## config.mk

```make
export PLATFORM = sky130hd
export DESIGN_NAME = ap_ctrl_chain_driver
export DESIGN_NICKNAME = d
export VERILOG_FILES = /design/src/rtl/ap_ctrl_chain_driver.sv
export SDC_FILE = /design/constraint.sdc
export NUM_CORES = 1
export LEC_CHECK = 0
export ABC_AREA = 0
export CAP_MARGIN = 20
export CORE_UTILIZATION = 50
export DETAILED_ROUTE_END_ITERATION = 8
export HOLD_SLACK_MARGIN = 0.05
export PLACE_DENSITY = 0.79
export SYNTH_ARGS = -nofsm -noshare
export SYNTH_HDL_FRONTEND = slang
export SYNTH_SLANG_ARGS = --single-unit
```

## constraint.sdc

```tcl
create_clock -name clock -period 7 [get_ports clock]
set_clock_uncertainty 0.2 [all_clocks]
set_input_delay 1.4 -clock clock [delete_from_list [all_inputs] [get_ports clock]]
set_output_delay 1.4 -clock clock [all_outputs]
set_load 0.01 [all_outputs]
```

## src/rtl/ap_ctrl_chain_driver.sv

```systemverilog
// ap_ctrl_chain initiator: issues a programmed number of ap_start handshakes,
// answers ap_done with ap_continue after a configurable hold, and measures
// per-transaction latency through a timestamp FIFO so several transactions
// can be in flight at once.
module ap_ctrl_chain_driver #(
   parameter int CNT_W        = 16,
   parameter int LAT_W        = 32,
   parameter int MAX_INFLIGHT = 4,
   parameter int DLY_W        = 4
) (
   input  logic             clock,
   input  logic             reset,
   input  logic             cfg_valid,
   input  logic [CNT_W-1:0] cfg_num_trans,
   input  logic [DLY_W-1:0] cfg_cont_delay,
   output logic             ap_start,
   input  logic             ap_ready,
   input  logic             ap_done,
   output logic             ap_continue,
   output logic             busy,
   output logic             finish,
   output logic [CNT_W-1:0] start_count,
   output logic [CNT_W-1:0] done_count,
   output logic [LAT_W-1:0] last_latency,
   output logic [LAT_W-1:0] max_latency,
   output logic             proto_err
);

   localparam logic [1:0] S_IDLE  = 2'd0;
   localparam logic [1:0] S_RUN   = 2'd1;
   localparam logic [1:0] S_DRAIN = 2'd2;
   localparam logic [1:0] S_FIN   = 2'd3;

   localparam int PW = (MAX_INFLIGHT > 1) ? $clog2(MAX_INFLIGHT) : 1;
   localparam int OW = $clog2(MAX_INFLIGHT + 1);
   localparam logic [OW-1:0] OCC_MAX  = OW'(MAX_INFLIGHT);
   localparam logic [PW-1:0] PTR_LAST = PW'(MAX_INFLIGHT - 1);

   logic [1:0]       state_q, state_d;
   logic [CNT_W-1:0] n_q, n_d, scnt_q, scnt_d, dcnt_q, dcnt_d;
   logic [DLY_W-1:0] dly_q, dly_d, wait_q, wait_d;
   logic [LAT_W-1:0] cyc_q, last_q, last_d, max_q, max_d;
   logic             start_q, start_d, perr_q, perr_d;
   logic [PW-1:0]    wr_q, wr_d, rd_q, rd_d;
   logic [OW-1:0]    occ_q, occ_d;
   logic [LAT_W-1:0] ts_q [MAX_INFLIGHT];

   logic             active, accept, complete, pop, cfg_load;
   logic [LAT_W-1:0] lat;

   function automatic logic [PW-1:0] ptr_nxt(input logic [PW-1:0] p);
      return (p == PTR_LAST) ? '0 : p + PW'(1);
   endfunction

   assign active      = (state_q == S_RUN) || (state_q == S_DRAIN);
   assign ap_continue = active && ap_done && (wait_q == dly_q);
   assign accept      = active && start_q && ap_ready;
   assign complete    = ap_done && ap_continue;
   // A completion with nothing in the FIFO has no timestamp to pop.
   assign pop         = complete && (occ_q != '0);
   assign lat         = cyc_q - ts_q[rd_q];
   assign cfg_load    = cfg_valid && ((state_q == S_IDLE) || (state_q == S_FIN));

   // Next-state: run control, counters, FIFO bookkeeping and latency stats.
   always_comb begin
      state_d = state_q;
      n_d     = n_q;
      dly_d   = dly_q;
      scnt_d  = scnt_q;
      dcnt_d  = dcnt_q;
      last_d  = last_q;
      max_d   = max_q;
      perr_d  = perr_q;
      wr_d    = wr_q;
      rd_d    = rd_q;
      occ_d   = occ_q;
      wait_d  = '0;
      start_d = 1'b0;

      if (accept) begin
         scnt_d = scnt_q + CNT_W'(1);
         wr_d   = ptr_nxt(wr_q);
      end
      if (complete) begin
         dcnt_d = dcnt_q + CNT_W'(1);
         if (pop) begin
            rd_d   = ptr_nxt(rd_q);
            last_d = lat;
            if (lat > max_q) max_d = lat;
         end else begin
            perr_d = 1'b1;
         end
      end
      case ({accept, pop})
         2'b10:   occ_d = occ_q + OW'(1);
         2'b01:   occ_d = occ_q - OW'(1);
         default: occ_d = occ_q;
      endcase

      // Hold counter only runs while ap_done waits for ap_continue.
      if (active && ap_done && !ap_continue) wait_d = wait_q + DLY_W'(1);

      case (state_q)
         S_IDLE, S_FIN: begin
            if (cfg_load) begin
               n_d     = cfg_num_trans;
               dly_d   = cfg_cont_delay;
               scnt_d  = '0;
               dcnt_d  = '0;
               last_d  = '0;
               max_d   = '0;
               perr_d  = 1'b0;
               wr_d    = '0;
               rd_d    = '0;
               occ_d   = '0;
               state_d = (cfg_num_trans == '0) ? S_FIN : S_RUN;
            end
         end
         S_RUN:   if (scnt_d == n_q) state_d = S_DRAIN;
         S_DRAIN: if (dcnt_d >= n_q) state_d = S_FIN;
         default: state_d = S_IDLE;
      endcase

      // A raised ap_start is held until ready; otherwise re-arm only when
      // another transaction is owed and a timestamp slot will be free.
      if (start_q && !ap_ready)
         start_d = 1'b1;
      else
         start_d = (state_q == S_RUN) && (scnt_d < n_q) && (occ_d < OCC_MAX);
   end

   // Control and status registers, cleared asynchronously.
   always_ff @(posedge clock or posedge reset) begin
      if (reset) begin
         state_q <= S_IDLE;
         n_q     <= '0;
         dly_q   <= '0;
         scnt_q  <= '0;
         dcnt_q  <= '0;
         last_q  <= '0;
         max_q   <= '0;
         perr_q  <= 1'b0;
         wr_q    <= '0;
         rd_q    <= '0;
         occ_q   <= '0;
         wait_q  <= '0;
         start_q <= 1'b0;
         cyc_q   <= '0;
      end else begin
         state_q <= state_d;
         n_q     <= n_d;
         dly_q   <= dly_d;
         scnt_q  <= scnt_d;
         dcnt_q  <= dcnt_d;
         last_q  <= last_d;
         max_q   <= max_d;
         perr_q  <= perr_d;
         wr_q    <= wr_d;
         rd_q    <= rd_d;
         occ_q   <= occ_d;
         wait_q  <= wait_d;
         start_q <= start_d;
         cyc_q   <= cyc_q + LAT_W'(1);
      end
   end

   // Timestamp storage: cycle counter captured on each accepted start.
   always_ff @(posedge clock) begin
      if (accept) ts_q[wr_q] <= cyc_q;
   end

   assign ap_start     = start_q;
   assign busy         = active;
   assign finish       = (state_q == S_FIN);
   assign start_count  = scnt_q;
   assign done_count   = dcnt_q;
   assign last_latency = last_q;
   assign max_latency  = max_q;
   assign proto_err    = perr_q;

endmodule

```

==> impl_metrics.py, run 1 <==
metrics = {
    "outcome": {
        "status": "finished, final reports clean",
    },
    "detailed_routing": {
        "via_per_inst": 5.85,
        "drtIter0Drc": 897,
        "wl_um": 39300,
        "wire_per_inst_um": 19.7,
        "postRouteAntennaNets": 0,
        "route.vias.total": 11700,
        "drcViolationCount": 0,
        "dr.pass1.iters": 5,
    },
    "logic_synthesis": {
        "synth_ff_type": "dfrtp_1",
        "synth-seq-cells": 291,
        "synth-edff-count": 128,
        "ys_warn_count": 0,
        "yosys.cell_types.count": 71,
        "synthArstFlopShare_pct": 56.0,
        "postSynthCellCount": 1455,
        "synth_seq_area_share_pct": 50.6,
        "synth_nets": 1590,
        "synth_area_um2": 15600,
        "avgSynthCellArea_um2": 10.8,
    },
    "worst_setup_path": {
        "ff2ff_path_depth": 21,
        "arrival_ns": 6.70,
        "crit_type": "reg2reg",
        "r2r_slack_ns": 0.57,
        "cp-start-kind": "flip-flop",
        "critPathMaxFanout": 25,
        "cp.required_ns": 7.28,
        "end_kind": "flip-flop",
    },
    "pwr": {
        "peakVddDrop_mv": 0.196,
        "p_per_area_nw_per_um2": 292,
        "p_leak_nw": 7.54,
    },
    "placement": {
        "gp_congestion": 0.947,
        "io_buffer_count": 125,
        "dp_hpwl_um": 27800,
        "pre_cts_slack_ns": 0.689,
        "dp_cells": 1934,
    },
    "finish": {
        "antenna_cells": 0,
        "area_growth_pct": 17.5,
        "post_layout_nonfiller_instances": 1991,
        "final_nets": 1706,
        "drive_gt1_share_pct": 7.27,
    },
    "sta": {
        "worst_pin_slew_ns": 1.03,
        "finalSetupTns_ns": 0,
        "relSlewSlack_pct": 31.1,
        "period_needed_ns": 6.43,
        "fin_ws_ns": 0.574,
        "grt_setup_unrepaired": "no",
        "setup_viol": 0,
        "slew_viol_final": 0,
        "clock.fmax_ghz": 0.156,
        "final.period_utilization_pct": 91.8,
        "hold_viol_final": 0,
    },
    "clock_tree": {
        "cts_root_buf": "clkbuf_16",
        "clkTransAtPathRegs_ns": 0.06,
        "cts_max_path_buffers": 3,
        "cts_setup_buffers": 0,
        "hold_buffers": 0,
        "cts_tree": "yes",
        "cts.sinks": 291,
        "clkLatencyLatePin_ns": 0.56,
        "cts_resized": 0,
        "cts_buffers": 31,
        "htree_levels": 1,
    },
    "min_path": {
        "holdPathStages": 2,
        "min_path_type": "reg2reg",
    },
    "global_routing": {
        "grt_pass1_vias": 11700,
        "grt_max_degree": 71,
        "antenna_found_initial": 0,
        "grt_pass1_wl_um": 62500,
        "grt-ovfl-total": 0,
        "grt_use_total_pct": 25.2,
    },
    "floorplanning": {
        "rows": 64,
        "floorplan.initialDensity_pct": 51.0,
        "chipHeight_um": 179,
        "io_pins": 126,
        "core-area_um2": 30700,
        "die_w_um": 179,
        "die_area_um2": 32000,
    },
    "flow_run": {
        "cap_violations": 0,
    },
}
-- flip-flops by register name (all words and copies together), names as in the netlist --
register      count
state_q           2
done_count       16
rd_q              2
proto_err         1
dly_q             4
max_latency      32
last_latency     32
start_count      16
wr_q              2
ap_start          1
n_q              16
cyc_q            32
wait_q            4
occ_q             3
ts_q            128
-- cell usage in the layout, fill, tap and decap left out, drive strengths merged, types with 39 or more instances in the layout --
master         count
edfxtp           128
clkbuf            39
nand3             47
a21oi            137
o21ai             56
nor2             106
clkdlybuf4s50    125
xnor2             71
inv              116
ha               108
nand2            140
dfrtp            163
-- synthesized netlist by cell type (3+ instances only) --
cell,number,area (um^2)
a31oi_1,10,62.6
or2_2,3,18.8
a21o_1,14,105
or4_1,5,37.5
clkbuf_1,39,146
and3_1,22,138
nand3b_1,3,22.5
xor2_1,35,307
a211o_1,3,26.3
o21a_1,5,37.5
nand4_1,24,150
o21ai_0,54,270
edfxtp_1,128,3840
ha_1,108,1350
o2111ai_1,5,43.8
nor2b_1,8,50.1
a211oi_1,7,52.6
nand3_1,47,235
nand2_1,140,526
or3_1,7,43.8
buf_1,6,22.5
buf_2,12,60.1
nor3_1,22,110
and2_1,24,150
nor2_1,106,398
inv_1,115,432
mux4_2,32,721
xnor2_1,71,622
o211ai_1,12,90.1
nor4_1,12,75.1
mux2i_1,5,50.1
a21oi_1,137,686
dfrtp_1,163,4080
o41ai_1,3,26.3
and4_1,7,61.3
nand2b_1,9,56.3
o31ai_1,4,30.0
o31a_1,3,26.3
-- path summary, 6_finish.rpt --
check,start,endpoint
setup / recovery,rd_q[0],max_latency[8]
hold / removal,dly_q[3],dly_q[3]
setup reg to reg,rd_q[0],max_latency[8]
hold reg to reg,dly_q[3],dly_q[3]
max in group asynchronous,reset,cyc_q[23]
min in group asynchronous,reset,start_count[9]
-- stage by stage --
stage | hold slack, ns | instance area (um^2) | utilization, % | power [mW]
after CTS | 0.304 | 18400 | 59.9 | 5.40
after detailed placement | 0.292 | 17300 | 56.4 | 3.67
after floorplan | 0.266 | 15600 | - | 3.14
after global placement | 0.286 | 17300 | 56.4 | 3.62
final | 0.298 | 18400 | 59.9 | 5.37
after global routing | 0.331 | 18400 | 59.9 | 5.66
-- cells by family after synthesis --
kind of cell               count (synthesis)  synth area share [%]
AOI/OAI and AO/OA                        282                  10.9
xor gates and xnor gates                 108                  6.22
buffers and inverters                    174                  4.29
muxes                                     39                  5.07
adders and majority gates                110                  8.89
DFF                                      291                  50.6
and+or+nand+nor                          451                  14.0
-- critical path, stage by stage, from the launching register on --
cell	delay [ns]
dfrtp_2	0.76
mux4_2	0.57
inv_1	0.07
ha_1	0.25
a21oi_1	0.27
nor3b_1	0.45
a211o_1	0.31
a31oi_4	0.13
a221o_2	0.41
mux2i_1	0.16
or2_1	0.24
ha_1	0.29
nand4_1	0.07
nor2_1	0.13
nand4_1	0.14
nor3_1	0.31
a221o_1	0.34
buf_4	0.29
and2_1	0.28
buf_4	0.33
a21oi_1	0.13
nor2_1	0.15
-- cell type report --
class	count	area, um^2
multi-input cells	990	7060
well taps	396	495
clock buffers	39	836
clock inverters	18	239
repair buffers	141	1380
inverters	116	440
flip-flops and latches	291	7920
fillers	2465	12300
-- routing by layer --
layer / up-vias / track usage (%) / share of wire [%]
met2: 415 / 43.5 / 50
li1: 5427 / - / -
met3: 72 / 4.35 / 6.9
met1: 5740 / 32.3 / 41
met4: 0 / 7.34 / 2.5
met5: - / 0 / 0
-- where the power goes --
part / internal [mW] / switching (mW) / total [mW]
clock: 1.03 / 0.689 / 1.72
sequential: 1.95 / 0.146 / 2.10
combinational: 0.610 / 0.942 / 1.55
total: 3.59 / 1.78 / 5.37
Note: power is estimated with default switching activity, not from simulation.
==> run 2: changes to the inputs <==
--- a/config.mk
+++ b/config.mk
@@ -11,6 +11,7 @@
 export DETAILED_ROUTE_END_ITERATION = 8
 export HOLD_SLACK_MARGIN = 0.05
 export PLACE_DENSITY = 0.79
+export SETUP_SLACK_MARGIN = 0.5
 export SYNTH_ARGS = -nofsm -noshare
 export SYNTH_HDL_FRONTEND = slang
 export SYNTH_SLANG_ARGS = --single-unit
==> run 2 against run 1 <==
Flip-flop and latch count stayed put. Worst setup slack better by 0.26 ns. Critical path depth rose by 1. Design area grew 0.44%. Maximum frequency rose by 4.2%. First-iteration DRC count grew 6.1%. Die area unchanged. Wire length increased by 0.59%. Non-clock buffer count rose by 10. Core utilization grew 0.26 points. Clock power barely moved. Via count grew 0.51%. Largest power group unchanged. Highest routed layer unchanged.
==> impl_metrics.py, run 2 (synthesis results as in run 1) <==
metrics = {
    "floorplanning": {
        "rows": 64,
        "die_w_um": 179,
        "die_area_um2": 32000,
        "chipHeight_um": 179,
        "floorplan.initialDensity_pct": 51.0,
        "io_pins": 126,
        "core-area_um2": 30700,
    },
    "clock_tree": {
        "cts_root_buf": "clkbuf_16",
        "clkLatencyLatePin_ns": 0.56,
        "cts_tree": "yes",
        "cts_buffers": 31,
        "htree_levels": 1,
        "hold_buffers": 0,
        "clkTransAtPathRegs_ns": 0.06,
        "cts.sinks": 291,
        "cts_max_path_buffers": 3,
    },
    "sta": {
        "relSlewSlack_pct": 25.7,
        "final.period_utilization_pct": 88.1,
        "slew_viol_final": 0,
        "clock.fmax_ghz": 0.162,
        "grt_setup_unrepaired": "no",
        "worst_pin_slew_ns": 1.11,
        "period_needed_ns": 6.16,
        "finalSetupTns_ns": 0,
        "hold_viol_final": 0,
        "setup_viol": 0,
    },
    "pwr": {
        "p_clk_share_pct": 32.0,
        "power_switching_mw": 1.79,
        "power.internal_mw": 3.61,
        "p_leak_nw": 7.59,
        "p_per_area_nw_per_um2": 292,
        "p_seq_share_pct": 38.9,
        "peakVddDrop_mv": 0.197,
        "p_sw_share_pct": 33.1,
        "p_comb_share_pct": 29.2,
    },
    "worst_setup_path": {
        "arrival_ns": 6.45,
        "cp-start-kind": "flip-flop",
        "crit_type": "reg2reg",
        "critPathMaxFanout": 25,
        "cp.required_ns": 7.28,
        "end_kind": "flip-flop",
    },
    "global_routing": {
        "use_met3_pct": 4.35,
        "grt.met2_usage_pct": 43.5,
        "grt-ovfl-total": 0,
        "antenna_found_initial": 0,
        "grt_use_total_pct": 25.2,
        "met1_usage_pct": 32.3,
        "grt_pass1_wl_um": 62500,
        "top_usage_layer": "met2",
        "grt_max_degree": 71,
        "grt_pass1_vias": 11700,
    },
    "min_path": {
        "min_path_type": "reg2reg",
    },
    "finish": {
        "nFillCells": 2457,
        "final_common_cell": "dfrtp_1",
        "drive_gt1_share_pct": 7.91,
        "final_nets": 1716,
        "fin_area_um2": 18500,
        "final_cell_mix": "161 x dfrtp_1, 140 x nand2_1, 136 x a21oi_1, 128 x edfxtp_1, 125 x clkdlybuf4s50_1",
        "post_layout_nonfiller_instances": 2001,
        "largest_register_ffs": 128,
        "area_growth_pct": 18.0,
        "largest-register": "ts_q",
        "antenna_cells": 0,
    },
    "placement": {
        "io_buffer_count": 125,
        "dp_cells": 1934,
        "placed_area_um2": 17300,
        "dp_hpwl_um": 27800,
        "gp_congestion": 0.947,
    },
    "detailed_routing": {
        "wire_per_inst_um": 19.7,
        "route.vias.total": 11700,
        "wl_um": 39500,
        "postRouteAntennaNets": 0,
        "drcViolationCount": 0,
        "drtIter0Drc": 952,
        "dr.pass1.iters": 5,
        "via_per_inst": 5.85,
    },
    "outcome": {
        "status": "finished, final reports clean",
    },
    "flow_run": {
        "cap_violations": 0,
    },
}
==> run 2: cell types whose count changed in the layout (fill, tap and decap cells not counted) <==
cell | previous run | this run
a2111oi_0 | 2 | 1
a2111oi_1 | 0 | 1
buf_4 | 15 | 25
dfrtp_1 | 162 | 161
dfrtp_4 | 0 | 1
==> run 2: what timing repair did <==
item / CTS / global route
resized for setup: 0 / 3
setup buffers: 0 / 10
endpoints found under the setup margin: 0 / 26
==> run 2: final cells by class <==
class | count | area, um^2 | share of cell area [%]
inverter | 116 | 440 | 2.39
sequential | 291 | 7930 | 43.0
clock buffer | 39 | 836 | 4.53
tap | 396 | 495 | 2.68
timing repair buffer | 151 | 1460 | 7.90
clock inverter | 18 | 239 | 1.29
multi-input combinational | 990 | 7060 | 38.3
==> run 2: power by group through the flow <==
| stage | combinational (mW) | sequential (mW) | clock [mW] |
|---|---|---|---|
| after floorplan | 1.05 | 2.09 | 0 |
| after global placement | 1.50 | 2.12 | 0 |
| after detailed placement | 1.54 | 2.13 | 0 |
| after CTS | 1.55 | 2.10 | 1.75 |
| after global routing | 1.74 | 2.12 | 1.82 |
| final | 1.57 | 2.10 | 1.72 |
==> run 2: critical path: stages, from the launching register on <==
cell     delay (ns)
dfrtp_4        0.55
buf_4          0.18
mux4_2         0.50
inv_1          0.09
ha_1           0.24
nand4_1        0.17
or4_1          0.50
a211o_1        0.37
a31oi_4        0.22
a221o_2        0.23
mux2i_1        0.11
or2_1          0.24
ha_1           0.29
nand4_1        0.07
nor2_1         0.13
nand4_1        0.14
nor3_1         0.32
a221o_1        0.35
buf_4          0.28
and2_1         0.28
buf_4          0.33
a21oi_1        0.13
nor2_1         0.13
==> run 2: per-stage QoR <==
step	util, %	setup WS, ns	hold slack (ns)	total power, mW
after global routing	60.2	0.511	0.331	5.68
after CTS	59.9	0.634	0.304	5.40
after global placement	56.4	0.867	0.286	3.62
after detailed placement	56.4	0.689	0.292	3.67
final	60.2	0.835	0.298	5.39
after floorplan	-	0.995	0.266	3.14
==> run 2: worst paths after layout <==
path                                  end  slack [ns]     start  cells after the start
max                        max_latency[8]        0.84   rd_q[0]                     22
min                              dly_q[3]        0.30  dly_q[3]                      2
max reg2reg                max_latency[8]        0.84   rd_q[0]                     22
min reg2reg                      dly_q[3]        0.30  dly_q[3]                      2
max in group asynchronous       cyc_q[23]        4.26     reset                      3
min in group asynchronous  start_count[9]        1.09     reset                      2
==> run 2: per-layer routing <==
metal / vias up / wire length, um
met5: - / 0
met2: 440 / 19400
met1: 5748 / 16400
li1: 5448 / -
met3: 77 / 2600
met4: 0 / 1060
